<file path="src/rtl/decoder3x8_pkg.sv">
// rtl/decoder3x8_pkg.sv - shared types, widths and one-hot helper for decoder3x8_pulse
package decoder3x8_pkg;

  localparam int CODE_W = 3;
  localparam int OUT_W  = 8;

  typedef enum logic [1:0] {IDLE, DRIVE, GAP} dec_state_t;

  function automatic logic [OUT_W-1:0] onehot8(input logic [CODE_W-1:0] code);
    logic [OUT_W-1:0] one;
    one = {{(OUT_W-1){1'b0}}, 1'b1};
    return one << code;
  endfunction

endpackage

</file>
<file path="src/rtl/dec_pend_buf.sv">
// rtl/dec_pend_buf.sv - one-entry pending code register with load/drain/clear
module dec_pend_buf
  import decoder3x8_pkg::*;
(
  input  logic              clk,
  input  logic              rst_n,
  input  logic              clear,
  input  logic              load,
  input  logic              drain,
  input  logic [CODE_W-1:0] load_code,
  output logic              valid,
  output logic [CODE_W-1:0] code
);

  // load wins over drain so a same-cycle refill keeps the entry valid
  always_ff @(posedge clk or negedge rst_n) begin
    if (!rst_n) begin
      valid <= 1'b0;
      code  <= '0;
    end else if (clear) begin
      valid <= 1'b0;
    end else if (load) begin
      valid <= 1'b1;
      code  <= load_code;
    end else if (drain) begin
      valid <= 1'b0;
    end
  end

endmodule

</file>
<file path="src/rtl/decoder3x8_pulse.sv">
// rtl/decoder3x8_pulse.sv - handshaked 3-to-8 decoder driving timed one-hot strobes
// Optional strobe_cnt output enabled by DECODER3X8_PULSE_CNT_EN.
module decoder3x8_pulse
  import decoder3x8_pkg::*;
#(
  parameter int HOLD_CYCLES = 1,
  parameter int GAP_CYCLES  = 0
) (
  input  logic              clk,
  input  logic              rst_n,
  input  logic              en,
  input  logic [CODE_W-1:0] code,
  input  logic              in_valid,
  output logic              in_ready,
  output logic [OUT_W-1:0]  d,
  output logic              busy
`ifdef DECODER3X8_PULSE_CNT_EN
  ,
  output logic [15:0]       strobe_cnt
`endif
);

  localparam logic [7:0] HOLD_LOAD = 8'(HOLD_CYCLES - 1);
  localparam logic [7:0] GAP_LOAD  = (GAP_CYCLES > 0) ? 8'(GAP_CYCLES - 1) : 8'd0;

  dec_state_t        state;
  logic [7:0]        cnt;
  logic              pend_valid;
  logic [CODE_W-1:0] pend_code;
  logic              xfer;
  logic              start;
  logic [CODE_W-1:0] start_code;
  logic              pend_load;
  logic              pend_drain;

  assign in_ready = ~pend_valid | ~en;
  assign xfer     = in_valid & in_ready;
  assign busy     = (state != IDLE) | pend_valid;

  dec_pend_buf u_pend (
    .clk       (clk),
    .rst_n     (rst_n),
    .clear     (~en),
    .load      (pend_load),
    .drain     (pend_drain),
    .load_code (code),
    .valid     (pend_valid),
    .code      (pend_code)
  );

  // A new strobe starts from IDLE, or at the end of the last DRIVE/GAP cycle
  // when no gap follows; the pending entry outranks a same-cycle transfer.
  always_comb begin
    start      = 1'b0;
    start_code = code;
    pend_load  = 1'b0;
    pend_drain = 1'b0;
    if (en) begin
      case (state)
        IDLE: start = xfer;
        DRIVE, GAP: begin
          if (cnt == 8'd0 && (state == GAP || GAP_CYCLES == 0)) begin
            if (pend_valid) begin
              start      = 1'b1;
              start_code = pend_code;
              pend_drain = 1'b1;
              pend_load  = xfer;
            end else begin
              start = xfer;
            end
          end else begin
            pend_load = xfer;
          end
        end
        default: start = 1'b0;
      endcase
    end
  end

  always_ff @(posedge clk or negedge rst_n) begin
    if (!rst_n) begin
      state <= IDLE;
      cnt   <= 8'd0;
      d     <= '0;
    end else if (!en) begin
      state <= IDLE;
      cnt   <= 8'd0;
      d     <= '0;
    end else if (start) begin
      state <= DRIVE;
      cnt   <= HOLD_LOAD;
      d     <= onehot8(start_code);
    end else begin
      case (state)
        DRIVE: begin
          if (cnt != 8'd0) begin
            cnt <= cnt - 8'd1;
          end else if (GAP_CYCLES > 0) begin
            state <= GAP;
            cnt   <= GAP_LOAD;
            d     <= '0;
          end else begin
            state <= IDLE;
            d     <= '0;
          end
        end
        GAP: begin
          if (cnt != 8'd0) cnt <= cnt - 8'd1;
          else             state <= IDLE;
        end
        default: begin
          state <= IDLE;
          d     <= '0;
        end
      endcase
    end
  end

`ifdef DECODER3X8_PULSE_CNT_EN
  always_ff @(posedge clk or negedge rst_n) begin
    if (!rst_n)     strobe_cnt <= 16'd0;
    else if (start) strobe_cnt <= strobe_cnt + 16'd1;
  end
`endif

endmodule

</file>
<file path="config.mk">
export PLATFORM = sky130hd
export DESIGN_NAME = decoder3x8_pulse
export DESIGN_NICKNAME = d
export VERILOG_FILES = /design/src/rtl/decoder3x8_pkg.sv /design/src/rtl/dec_pend_buf.sv /design/src/rtl/decoder3x8_pulse.sv
export SDC_FILE = /design/constraint.sdc
export NUM_CORES = 1
export LEC_CHECK = 0
export ABC_CLOCK_PERIOD_IN_PS = 2800
export BUFFER_PORTS_ARGS = -buffer_cell sky130_fd_sc_hd__buf_4
export CORE_AREA = 3 3 50 52
export CTS_CLUSTER_SIZE = 20
export DETAILED_ROUTE_END_ITERATION = 10
export DIE_AREA = 0 0 53 55
export PLACE_DENSITY = 0.74
export SKIP_LAST_GASP = 1
export SYNTH_ARGS = -nofsm -noshare
export SYNTH_HDL_FRONTEND = slang
export SYNTH_SLANG_ARGS = --single-unit
</file>
<file path="constraint.sdc">
create_clock -name clk -period 2.8 [get_ports clk]
set_input_delay 0 -clock clk [delete_from_list [all_inputs] [get_ports clk]]
set_output_delay 0 -clock clk [all_outputs]
set_load 0.02 [all_outputs]
</file>
==> results by group <==
Timing
  – Setup TNS: 0 ns
  – Period utilisation layout: a little over four fifths
  – Worst Skew: around 0.0055 ns
  – Final Slew Violations: 0
  – Achievable Freq: roughly 420 MHz
  – # setup viols final: 0
  – Hold Slack: a little under 0.03 ns
  – Period minus WS final: between 2 and 2.5 ns
  – Fin. Hold Viols: 0
  – RSZ-0062 raised after global routing: false
  – Worst slew margin: a little under half
  – Worst slew pin tran: between 0.7 and 0.8 ns

Floorplanning
  – Die height: approximately 55 µm
  – # rows: 17
  – I/O pins: 17
  – Starting Density: 53.5%
  – Core region area: between 0.002 and 0.0025 mm²
  – Die width: between 50 and 60 µm
  – Die area: 0.00292 mm²

Logic synthesis
  – Post-synth top area cell: dfrtp_1
  – EDFF count, synth: 0
  – Commonest cells post-synth: dfrtp_1, nand2_1
  – Syn. warnings: 0
  – Netlist Area Pre-Place: 0.00115 mm²
  – Cells after synthesis: around 110
  – Synth Area per Inst: around 11 µm²
  – FFs w/ async S/R, synth: 100%
  – Most frequent cell after synthesis: dfrtp_1
  – Post-synth net total: 115
  – Sequential-to-total area share from yosys stat: around 46%
  – Unique masters post-synth: 39
  – Top-area cell type share of the netlist area: between 40 and 50%
  – Top_reg_cell synth: dfrtp_1
  – Synthesis-stage register bit count: 21
  – Synth area leaders: dfrtp_1, a32o_1, o31ai_2, nand4_1, xor2_1

Clock tree
  – CTS tree: done
  – Post_cts resized: 0
  – Clk buf depth: 2
  – Root Driver: clkbuf_4
  – Post-CTS setup buffer count: 0
  – Clk_lat worst skew: a little over 0.3 ns
  – Clk slew on worst S/H paths: around 0.12 ns
  – CTS buffer count: 3
  – H-Tree Depth: 1
  – Hold buffers post-CTS: 5
  – # clock sinks: 21

Worst hold path
  – Hold_sp: in_valid
  – Hold-critical path depth: 3
  – Hold Crit Class: in -> reg
  – Hold Path Sink: u_pend.valid$_DFFE_PN0P_

Placement
  – Port bufs: 16
  – Placed Cells: around 150
  – Hpwl dp: ~1900 µm
  – Final Wtd Congestion: roughly 0.9

Setup path
  – CP max FO: 10
  – Reg-to-reg setup timing slack: about 0.43 ns
  – Worst r2r dst: u_pend.code[1]$_DFFE_PN0P_
  – Critical path endpoint category: flop
  – Crit-path cells: inv_1, ha_1, nor3b_2, a21oi_1, and3b_1, mux2_2
  – Setup Crit Path Kind: reg -> reg
  – CP max-delay cell: a21oi_1
  – CP startpoint kind: flop
  – CP delay by family, top: compound AO/OA/AOI/OAI gates
  – Worst stage delay on the critical path: 0.65 ns
  – Worst r2r path cells: 6
  – Worst Path Required: around 3 ns
  – RR Startpoint: cnt[0]$_DFFE_PN0P_
  – Worst Path Arrival: 2.57 ns
  – CP Buf/Inv Count: 1

Cells and area
  – Inserted Diodes: 0
  – Layout Area Growth over Synthesis: 18.6%
  – Fin nets: approximately 140
  – Fill count: around 170
  – Final Non-Filler Cells: 157
  – Share of layout cells above drive strength 1: between 20 and 30%
  – Post-Route Utilization: between 60% and 70%

GRT
  – First-pass GRT wire length: between 3000 and 4000 µm
  – GRT Util Overall: between 10% and 20%
  – Vias in the first global route: 847
  – Antenna violations before repair: 0
  – Gr ovfl total: 0
  – Largest net degree at the start of global routing: 22

Power
  – PwrDens: roughly 400 mW/mm²
  – Maximum vdd drop: 0.345 mV
  – Pwr Total: approximately 550 µW
  – Lkg Pwr: ~0.00061 µW

Flow run
  – Max-cap viol count: 0

Routing
  – Post-DRT Antenna Nets: 0
  – Routed len/inst: around 16 µm
  – Vias: 989
  – Initial DRT Pass Iterations: 4
  – Initial drt markers: 54
  – Total wire length after detailed routing: 2530 µm
  – Drt drc: 0
  – Vias per cell: 6.30

Status
  – Status: finished, final reports clean
==> cells in the final DEF, fill, tap and decap left out, types with 3 or more instances in the layout <==
cell type      instances
nor2_1                 6
a32o_1                 6
buf_4                 16
inv_1                  4
nand4_1                6
o31ai_2                4
a21oi_1                6
dlygate4sd3_1          5
mux2_2                 3
nand3_1                3
nor3_1                 4
dfrtp_1               21
xor2_1                 4
nand2_1                8
clkbuf_4               3
==> worst register-to-register path, stage by stage (launching register included) <==
cell and delay (ns):
dfrtp_1 0.39, inv_1 0.09, ha_1 0.25, nor3b_2 0.22, a21oi_1 0.65, and3b_1 0.32
mux2_2 0.35
==> logic make-up (layout without fill, tap and decap cells) <==
kind of cell             after synthesis  after routing  synth area share [%]
XOR/XNOR                               4              4                  3.05
AND/OR/NAND/NOR                       39             39                  20.5
buffers and inverters                  7             29                  2.94
flip-flops                            21             21                  45.8
multiplexers                           3              3                  2.94
AO/OA/AOI/OAI                         32             32                  23.7
adder cells (fa/ha/maj)                1              1                  1.09
==> how the worst max path moves through the flow <==
stage	from	end	slack, ns	cells past startpoint
after global placement	cnt[0]$_DFFE_PN0P_	u_pend.code[2]$_DFFE_PN0P_	0.57	6
after global routing	cnt[0]$_DFFE_PN0P_	d[2]$_DFFE_PN0P_	0.27	6
after CTS	cnt[0]$_DFFE_PN0P_	u_pend.code[1]$_DFFE_PN0P_	0.47	6
final	cnt[0]$_DFFE_PN0P_	u_pend.code[1]$_DFFE_PN0P_	0.43	6
after floorplan	cnt[0]$_DFFE_PN0P_	d[1]$_DFFE_PN0P_	0.78	7
after detailed placement	cnt[0]$_DFFE_PN0P_	u_pend.code[1]$_DFFE_PN0P_	0.50	6
==> power by group <==
part,leakage [µW],switching [µW],internal [µW],total (µW)
Clock,0.0000177,97.3,53.4,151
Sequential,0.000290,12.2,315,327
Combinational,0.000304,36.8,32.0,68.8
Total,0.000612,146,400,546
==> area by class of cell <==
type | count | area, µm² | share of cell area [%]
multi-input cells | 79 | 589 | 43.3
flip-flops and latches | 21 | 526 | 38.6
repair buffers | 21 | 170 | 12.5
well taps | 28 | 35.0 | 2.57
clock buffers | 3 | 22.5 | 1.65
inverters | 4 | 15.0 | 1.10
clock inverters | 1 | 5.00 | 0.367
==> sequential cells by signal, summed over array words and instances, names as in the netlist <==
name          flops
u_pend.code       3
state             1
d                 8
u_pend.valid      1
cnt               8
==> layer usage <==
layer	GRT usage (%)	share of wire [%]
met5	0	0
met4	9.36	1.1
met3	3.22	7.8
met2	28.5	47
met1	25.0	45
==> metrics by stage <==
stage	cell area, µm²	setup WS (ns)
3_5_place_dp	1280	0.496
5_1_grt	1360	0.271
4_1_cts	1360	0.473
6_report	1360	0.431
3_3_place_gp	1280	0.575
2_1_floorplan	1150	0.783
(Power assumes the default switching activity.)
